--- config.mk ---
export PLATFORM = sky130hd
export DESIGN_NAME = dma_mem_to_bus
export DESIGN_NICKNAME = d
export VERILOG_FILES = /design/src/rtl/dma_mem_to_bus.sv
export SDC_FILE = /design/constraint.sdc
export NUM_CORES = 1
export LEC_CHECK = 0
export CORE_ASPECT_RATIO = 1.25
export CORE_MARGIN = 8
export CORE_UTILIZATION = 30
export CTS_CLUSTER_DIAMETER = 80
export CTS_CLUSTER_SIZE = 8
export DETAILED_ROUTE_END_ITERATION = 10
export DONT_BUFFER_PORTS = 1
export PLACE_DENSITY = 0.56
export SYNTH_ARGS = -nofsm -noshare
export SYNTH_HDL_FRONTEND = slang
export SYNTH_SLANG_ARGS = --single-unit
export TNS_END_PERCENT = 1
--- constraint.sdc ---
create_clock -name clock -period 5.6 [get_ports clock]
set_clock_uncertainty 0.1 [all_clocks]
set_input_delay 0.84 -clock clock [delete_from_list [all_inputs] [get_ports clock]]
set_output_delay 0.84 -clock clock [all_outputs]
set_load 0.005 [all_outputs]
--- src/rtl/dma_mem_to_bus.sv ---
// dma_mem_to_bus: reads words from port B of the CI scratch-pad RAM and
// burst-writes them onto the system bus, one arbitration per burst.
module dma_mem_to_bus #(
    parameter int maxBurst = 256
) (
    input  logic        clock,
    input  logic        reset,
    input  logic        start,
    input  logic [31:0] busStartAddress,
    input  logic [8:0]  memStartAddress,
    input  logic [9:0]  blockSize,
    input  logic [7:0]  burstSize,
    output logic        busy,
    output logic        done,
    output logic        errorFlag,
    output logic [8:0]  memAddress,
    input  logic [31:0] memData,
    output logic        busRequest,
    input  logic        busGrant,
    output logic        beginTransaction,
    output logic [31:0] addressData,
    output logic [7:0]  burstCount,
    output logic [31:0] writeData,
    output logic        dataValid,
    input  logic        busBusy,
    output logic        endTransaction,
    input  logic        busError
);
    typedef enum logic [2:0] {IDLE, REQ, INIT, DATA, END, FIN} state_t;

    state_t      state_q, state_d;
    logic [31:0] bus_addr_q, bus_addr_d;
    logic [8:0]  mem_base_q, mem_base_d;
    logic [9:0]  rem_q, rem_d;
    logic [7:0]  burst_q, burst_d;
    logic [8:0]  len_q, len_d;
    logic [7:0]  cnt_q, cnt_d;
    logic [31:0] hold_q, hold_d;
    logic        use_hold_q, use_hold_d;
    logic        err_q, err_d;
    logic [8:0]  mem_addr_q, mem_addr_d;
    logic        busy_q, busy_d;
    logic        done_q, done_d;
    logic        bus_req_q, bus_req_d;
    logic        begin_q, begin_d;
    logic        valid_q, valid_d;
    logic        end_q, end_d;
    logic [31:0] addr_out_q, addr_out_d;
    logic [7:0]  bcount_q, bcount_d;
    logic [9:0]  burst_len, lim;
    logic [8:0]  len_w;

    assign burst_len = {2'b00, burst_q} + 10'd1;
    assign lim       = (burst_len < 10'(maxBurst)) ? burst_len : 10'(maxBurst);
    assign len_w     = (rem_q < lim) ? rem_q[8:0] : lim[8:0];

    always_comb begin
        state_d    = state_q;
        bus_addr_d = bus_addr_q;
        mem_base_d = mem_base_q;
        rem_d      = rem_q;
        burst_d    = burst_q;
        len_d      = len_q;
        cnt_d      = cnt_q;
        hold_d     = hold_q;
        use_hold_d = use_hold_q;
        err_d      = err_q;
        mem_addr_d = mem_addr_q;
        addr_out_d = '0;
        bcount_d   = '0;
        case (state_q)
            IDLE: if (start) begin
                bus_addr_d = busStartAddress & ~32'h3;
                mem_base_d = memStartAddress;
                rem_d      = blockSize;
                burst_d    = burstSize;
                err_d      = 1'b0;
                state_d    = (blockSize == 10'd0) ? FIN : REQ;
            end
            REQ: if (busGrant) begin
                len_d      = len_w;
                cnt_d      = 8'(len_w - 9'd1);
                bcount_d   = 8'(len_w - 9'd1);
                addr_out_d = bus_addr_q;
                mem_addr_d = mem_base_q;
                state_d    = INIT;
            end
            INIT: begin
                mem_addr_d = mem_addr_q + 9'd1;
                use_hold_d = 1'b0;
                err_d      = busError;
                state_d    = busError ? END : DATA;
            end
            // memAddress runs one word ahead of writeData; a stall parks the
            // presented word in hold_q while the read-ahead word sits on memData.
            DATA: if (busError) begin
                err_d   = 1'b1;
                state_d = END;
            end else if (!busBusy) begin
                mem_addr_d = mem_addr_q + 9'd1;
                use_hold_d = 1'b0;
                cnt_d      = cnt_q - 8'd1;
                state_d    = (cnt_q == 8'd0) ? END : DATA;
            end else if (!use_hold_q) begin
                hold_d     = memData;
                use_hold_d = 1'b1;
            end
            END: begin
                bus_addr_d = bus_addr_q + 32'({len_q, 2'b00});
                mem_base_d = mem_base_q + len_q;
                rem_d      = rem_q - 10'(len_q);
                state_d    = (err_q || rem_q == 10'(len_q)) ? FIN : REQ;
            end
            FIN:     state_d = IDLE;
            default: state_d = IDLE;
        endcase
        busy_d    = state_d != IDLE;
        done_d    = state_d == FIN;
        bus_req_d = state_d inside {REQ, INIT, DATA};
        begin_d   = state_d == INIT;
        valid_d   = state_d == DATA;
        end_d     = state_d == END;
    end

    always_ff @(posedge clock) begin
        if (reset) begin
            state_q    <= IDLE;
            bus_addr_q <= '0;
            mem_base_q <= '0;
            rem_q      <= '0;
            burst_q    <= '0;
            len_q      <= '0;
            cnt_q      <= '0;
            hold_q     <= '0;
            use_hold_q <= 1'b0;
            err_q      <= 1'b0;
            mem_addr_q <= '0;
            busy_q     <= 1'b0;
            done_q     <= 1'b0;
            bus_req_q  <= 1'b0;
            begin_q    <= 1'b0;
            valid_q    <= 1'b0;
            end_q      <= 1'b0;
            addr_out_q <= '0;
            bcount_q   <= '0;
        end else begin
            state_q    <= state_d;
            bus_addr_q <= bus_addr_d;
            mem_base_q <= mem_base_d;
            rem_q      <= rem_d;
            burst_q    <= burst_d;
            len_q      <= len_d;
            cnt_q      <= cnt_d;
            hold_q     <= hold_d;
            use_hold_q <= use_hold_d;
            err_q      <= err_d;
            mem_addr_q <= mem_addr_d;
            busy_q     <= busy_d;
            done_q     <= done_d;
            bus_req_q  <= bus_req_d;
            begin_q    <= begin_d;
            valid_q    <= valid_d;
            end_q      <= end_d;
            addr_out_q <= addr_out_d;
            bcount_q   <= bcount_d;
        end
    end

    assign busy             = busy_q;
    assign done             = done_q;
    assign errorFlag        = err_q;
    assign memAddress       = mem_addr_q;
    assign busRequest       = bus_req_q;
    assign beginTransaction = begin_q;
    assign addressData      = addr_out_q;
    assign burstCount       = bcount_q;
    assign dataValid        = valid_q;
    assign endTransaction   = end_q;
    assign writeData        = valid_q ? (use_hold_q ? hold_q : memData) : '0;
endmodule

Word level (Yosys, flattened, before mapping)
Cells that the tools add are included.
Storage, ports and cells
  bits in registers: 168
  bits in latches: 0
  bits in writable memories: 0
  memory bits (read-only): 0
  input port bits: 97
  output and inout port bits: 88
  logic and storage cells: 99
  memories: 0
Cells by class
  add/sub/neg operators: 7
  multiply operators: 0
  divide/modulo/power cells: 0
  magnitude comparators: 2
  equal/unequal tests: 15
  shift operators: 0
  mux-type cells: 33
  bitwise logic cells: 3
  reductions and logical operators: 20
Operators by type and width (count)
  $mux W32: 3
  $pmux W32 S2: 1
  $mux W9: 6
  $add A32 B11 Y32: 1
  $pmux W9 S3: 1
  $mux W3: 8
  $mux W8: 3
  $pmux W10 S2: 1
  $pmux W9 S2: 1
  $pmux W8 S2: 1
  $sub A8 B1 Y8 const B: 2
  $pmux W3 S5: 1
  $eq A3 B2 Y1 const B: 4
  $reduce_bool A3 Y1: 4
  $eq A10 B9 Y1: 1
  $logic_not A10 Y1: 1
  $lt A10 B9 Y1: 1
  $mux W10: 1
  $ne A2 B2 Y1 const B: 5
  $sub A10 B9 Y10: 1
  $add A8 B1 Y9 const B: 1
  $add A9 B1 Y9 const B: 1
  $add A9 B9 Y9: 1
  $eq A3 B3 Y1 const B: 3
  14 further kinds: 27

Depth between registers and ports, before layout
  depth in word-level cells: 8
  gate-level depth with buffers: 21
  mapped depth without buffers: 19

Least setup slack after synthesis
OpenSTA, ideal clock, no wires.
  kind: reg-to-reg
  start: register burst_q[0]
  end: register cnt_q[6]
  setup time: 0.074 ns
  data arrival time: 3.429 ns
  data required time: 5.426 ns
  setup slack: 1.997 ns
  stages on the path, launching flop included: 19
  path buffers: 2
  period minus slack after synthesis: 3.603 ns
  path through: dfxtp_1 > ha_1 > buf_4 > nand3_2 > nor2_8 > inv_1 > ha_1 > and4b_1 > a22oi_1 > nand3_4 > buf_2 > a21oi_1 > ha_1 > inv_1 > or3_1 > xor2_1 > nand2_1 > o211ai_2 > a31oi_1
Between the ends
  longest elaborated chain between the ends: 8
RTL lines
  start: declaration: line 35  | logic [7:0] burst_q, burst_d;
  start signal: assignment: line 151  | burst_q <= burst_d;
  $add A8 B1 Y9 (*): line 53  | assign burst_len = {2'b00, burst_q} + 10'd1;
  $lt A9 B9 Y1: line 54  | assign lim = (burst_len < 10'(maxBurst)) ? burst_len : 10'(maxBurst);
  $mux W9 (*): line 54
  $lt A10 B9 Y1: line 55  | assign len_w = (rem_q < lim) ? rem_q[8:0] : lim[8:0];
  $mux W9 (*): line 55
  $sub A8 B1 Y8 (*): line 82  | cnt_d = 8'(len_w - 9'd1);
  $mux W8 (*): line 80  | REQ: if (busGrant) begin
  $pmux W8 S2 (*): line 71  | case (state_q)
  end signal: assignment: line 153  | cnt_q <= cnt_d;
  end: declaration: line 37  | logic [7:0] cnt_q, cnt_d;
Mark *: on every way between the ends. The rest lies on a longest branch, timed or not. The select of a mux whose other input is x is not followed.
A chain may end at the register's enable or synchronous reset.

Worst setup path after layout
Ends and elaborated chain as after synthesis.

==> results <==
- The flow ran to the end, and the final reports show no timing, DRC or antenna violations.
- The min-delay analysis places its worst path in the category flop to flop.
- After the first detailed-routing iteration, the DRC count stood at 460.
- The effective utilization at floorplan is 0.305.
- The highest attainable clock frequency is ~220 MHz.
- The highest-utilization routing layer at the global route stage is met2.
- After synthesis the netlist holds a flip-flop and latch count of 164.
- The layout has roughly 3200 filler cells.
- The number of gates resized after cts is 0.
- The synthesized design contains 0 enable-type register cells.
- The number of design rule violations left after detail routing is 0.
- Setup violations remaining at the end of the flow were counted as 0.
- The number of antenna violations at the first check in global routing is 2.
- Clock-pin slew was measured on the worst setup and hold paths at ~0.080 ns.
- The total of hold buffers inserted after clock tree synthesis is 0.
- The number of I/O port buffers is 0.
- The overall via count from detail_route is ~8000.
- Yosys attributes the largest share of cell area to sky130_fd_sc_hd__dfxtp_1 36%, sky130_fd_sc_hd__nand2_1 7.3%, sky130_fd_sc_hd__ha_1 5.3%, sky130_fd_sc_hd__mux2i_1 4.6%, sky130_fd_sc_hd__a21oi_1 4.5%.
- Data on the critical path is required at its endpoint by around 6 ns.
- The most instantiated flip-flop cell in the synthesis netlist is sky130_fd_sc_hd__dfxtp_1.
- Once detail routing completed, the nets flagged for antenna violations numbered 0.
- Setup repair after global routing left no endpoint under its margin.
- The via count of the first global-routing pass is just under 8000.
- The share of cells above drive strength 1 is 0.0640.
- In this run the static leakage power is roughly 3.6 nW.
- The net switching power of the design is just over 1 mW.
- The total of max-cap violations is 0.
- The total count of hold-check failures in the final report came to 0.
- STA classifies the critical path endpoint as a flop.
- Of all flip-flops after synthesis, the portion carrying an async set or reset was 0.
- The share of the Yosys chip area taken by registers is 0.356.
- The number of vias per cell after detailed routing is 5.20.
- The clock network latency to the later pin of the worst-skew pair is 0.44 ns.
- The area of the die is between 30000 and 40000 sq um.
- Internal power comes to 2.07 mW.
- The detail-routed net length per standard cell is between 15 and 20 um.
- The routing usage on met2 is 0.249.
- Counting I/O delays and the setup requirement, the final critical path takes approximately 4.6 ns.
- The H-tree generated during clock tree synthesis spans 4 levels.
- The final RePlAce weighted congestion is approximately 0.85.
- In the global route stage, overall resource usage came out at 0.149.
- In this run the core area contains between 70 and 80 standard-cell rows.
- The sequential group share of total power is 0.427.
- The switching share of power is 0.328.
- The first-pass GRT wire length is roughly 43 mm.
- The clock passes through at most 2 buffers.
- The global routing usage on met1 is 0.172.
- The ratio of final minimum period to clock period is 0.826.
- The TritonCTS clock tree is done.
- For this run, the number of Yosys warnings is 0.
- Detailed placement ended at an HPWL of about 20 mm.
- The number of max-slew violations in the final report is 0.
- The nature of the critical path startpoint is a flop.
- Summed over all layers, the routed wires come to between 20 and 30 mm.
- Synthesis instantiated 84 different standard cells from the library.
- The total overflow left after global routing is 0.
- The setup path with the least slack is of type flop to flop.
- From bottom edge to top edge, the die measures roughly 210 um.
- The share of total power dissipated in combinational logic is 0.181.
- At the end of the flow the core is filled with cells to 0.333.
- In this run the tightest slew margin relative to its limit is 0.289.
- The die span in x is about 170 um.
- Entering global routing, the biggest net connects 120 pins.
- In this run the count of I/O pins placed on the die edge is approximately 190.
- The root buffer cell chosen for the clock tree is sky130_fd_sc_hd__clkbuf_16.
- VDD sags by at most 153 uV.
- The share of total power dissipated in the clock network is 0.392.
- Of all nets on the critical path, the largest fanout is 15.
- The cell taking the most area after synthesis is sky130_fd_sc_hd__dfxtp_1.
- Once routing completed, OpenROAD measured the worst setup slack at between 0.9 and 1 ns.
- The cell area after technology mapping is about 9200 sq um.
- Once the clock tree was built, the setup fixing pass inserted 0 buffers.
- From synthesis to final layout, the design area changed by 9.06%.
- The number of sinks on the clock net is 164.
- The worst setup slack after placement is 1.08 ns.
- In this run the mean area of a mapped cell was between 8 and 9 sq um.
- The slew at the pin closest to its max-slew limit is around 1.1 ns.
- TritonCTS created 17 clock buffers.
- The proportion of netlist area held by the largest area contributor is 0.356.
- Synthesis produced a netlist whose cell count is 1125.
- For the final routed database, the setup TNS stands at 0 ns.
- The final layout contains 1220 nets.
- The placeable core area is 30200 sq um.
- Data arrives at the worst endpoint at between 4 and 5 ns.
- The met3 capacity usage during global routing is 0.0547.
- The number of detailed-route iterations in the first pass is 5.
- The design draws ~3.1 mW.
- The power density over cell area is roughly 300 nW/um^2.
[cells in the mapped netlist, types with 4 or more instances]
library cell                  n
sky130_fd_sc_hd__a211oi_1    13
sky130_fd_sc_hd__a21oi_1     83
sky130_fd_sc_hd__xor2_1      18
sky130_fd_sc_hd__o31ai_1      5
sky130_fd_sc_hd__and3_1       7
sky130_fd_sc_hd__nand3b_1     5
sky130_fd_sc_hd__dfxtp_1    164
sky130_fd_sc_hd__mux2i_1     42
sky130_fd_sc_hd__nor3_1      17
sky130_fd_sc_hd__buf_2       27
sky130_fd_sc_hd__a2111oi_0    7
sky130_fd_sc_hd__nor2b_1     43
sky130_fd_sc_hd__a21o_1       6
sky130_fd_sc_hd__nor4_1       5
sky130_fd_sc_hd__nand3_1     29
sky130_fd_sc_hd__inv_1       40
sky130_fd_sc_hd__a221oi_1     6
sky130_fd_sc_hd__nor3b_1      4
sky130_fd_sc_hd__o22ai_1     15
sky130_fd_sc_hd__nand2_1    180
sky130_fd_sc_hd__a22oi_1     21
sky130_fd_sc_hd__o21a_1       5
sky130_fd_sc_hd__ha_1        39
sky130_fd_sc_hd__nor2_1      77
sky130_fd_sc_hd__xnor2_1     17
sky130_fd_sc_hd__o211ai_1     9
sky130_fd_sc_hd__nand2b_1     9
sky130_fd_sc_hd__a31oi_1     14
sky130_fd_sc_hd__and2_1      34
sky130_fd_sc_hd__o21ai_0     37
sky130_fd_sc_hd__buf_4        9
sky130_fd_sc_hd__or3_1       12
sky130_fd_sc_hd__nand4_1      9
sky130_fd_sc_hd__clkbuf_1    32
sky130_fd_sc_hd__a311oi_1    10
[layout make-up]
type | instances | area [sq um] | area share
sequential | 164 | 3280 | 0.327
clock buffer | 17 | 425 | 0.0423
multi-input combinational | 850 | 5440 | 0.542
antenna | 2 | 5.00 | 0.000498
inverter | 40 | 150 | 0.0149
clock inverter | 15 | 180 | 0.0179
tap | 401 | 502 | 0.0499
timing repair buffer | 8 | 60.1 | 0.00598
[per-layer routing]
layer / vias to the layer above / wire, um
met5: - / 0
met4: 0 / 679
met3: 34 / 2200
met2: 219 / 13200
met1: 3647 / 11700
li1: 3888 / -
[critical path, cell delays in order, from the launching register on]
cell                       delay [ns]
sky130_fd_sc_hd__dfxtp_1         0.61
sky130_fd_sc_hd__ha_1            0.44
sky130_fd_sc_hd__nand3_2         0.24
sky130_fd_sc_hd__nor2_8          0.22
sky130_fd_sc_hd__inv_1           0.09
sky130_fd_sc_hd__ha_1            0.29
sky130_fd_sc_hd__and4b_1         0.22
sky130_fd_sc_hd__a22oi_1         0.30
sky130_fd_sc_hd__nand3_4         0.25
sky130_fd_sc_hd__mux2i_1         0.40
sky130_fd_sc_hd__ha_1            0.36
sky130_fd_sc_hd__inv_1           0.11
sky130_fd_sc_hd__or3_1           0.37
sky130_fd_sc_hd__xor2_1          0.15
sky130_fd_sc_hd__nand2_1         0.11
sky130_fd_sc_hd__o211ai_2        0.09
sky130_fd_sc_hd__a31oi_1         0.19
[path summary, 6_finish.rpt]
check / start / endpoint / slack, ns / cells after the start
min: hold_q[2]$_SDFFE_PP0P_ / hold_q[2]$_SDFFE_PP0P_ / 0.36 / 2
min reg2reg: hold_q[2]$_SDFFE_PP0P_ / hold_q[2]$_SDFFE_PP0P_ / 0.36 / 2
max reg2reg: burst_q[0]$_SDFFE_PP0P_ / cnt_q[6]$_SDFFE_PP0P_ / 0.97 / 16
max: burst_q[0]$_SDFFE_PP0P_ / cnt_q[6]$_SDFFE_PP0P_ / 0.97 / 16
[per-stage QoR]
stage	cells	hold slack [ns]	area, sq um
5_1_grt	1497	0.370	10000
4_1_cts	1495	0.353	10000
3_5_place_dp	1463	0.345	9440
6_report	1497	0.356	10000
3_3_place_gp	1463	0.337	9440
2_1_floorplan	1126	0.336	9220
[registers in the layout, indices dropped and copies added, names as in the netlist]
| register | flops |
|---|---|
| use_hold_q | 1 |
| errorFlag | 1 |
| busy | 1 |
| addressData | 30 |
| burst_q | 8 |
| dataValid | 1 |
| burstCount | 8 |
| hold_q | 32 |
| len_q | 9 |
| busRequest | 1 |
| cnt_q | 8 |
| memAddress | 9 |
| mem_base_q | 9 |
| state_q | 3 |
| beginTransaction | 1 |
| endTransaction | 1 |
| bus_addr_q | 30 |
| rem_q | 10 |
| done | 1 |
[power groups by stage]
stage | Clock [mW] | Combinational [mW] | Sequential, mW
after global placement | 0 | 0.550 | 1.34
after CTS | 1.24 | 0.560 | 1.32
after global routing | 1.28 | 0.627 | 1.33
after detailed placement | 0 | 0.555 | 1.34
final | 1.20 | 0.557 | 1.31
after floorplan | 0 | 0.483 | 1.30
[layout by cell type (no fill, tap or decap), drive strengths merged, types with 8 or more instances in the layout]
cell,instances
a211oi,13
or3,12
nor2b,44
o21ai,39
a21oi,83
nand2,181
a22oi,21
clkbuf,17
nor2,80
nor3,19
o211ai,11
nand3,32
nand2b,9
and2,34
xor2,18
inv,47
mux2i,42
a311oi,10
dfxtp,164
a31oi,14
o22ai,15
buf,8
nand4,10
ha,39
xnor2,17
[cell families after synthesis]
family                   Yosys count  share of synthesized area
AND/OR/NAND/NOR                  456                      0.250
AO/OA/AOI/OAI                    266                      0.191
flip-flops                       164                      0.356
buffers and inverters            112                     0.0538
multiplexers                      49                     0.0554
adder cells (fa/ha/maj)           42                     0.0595
XOR/XNOR                          35                     0.0333
other                              1                   0.000407
(Power assumes the default switching activity.)
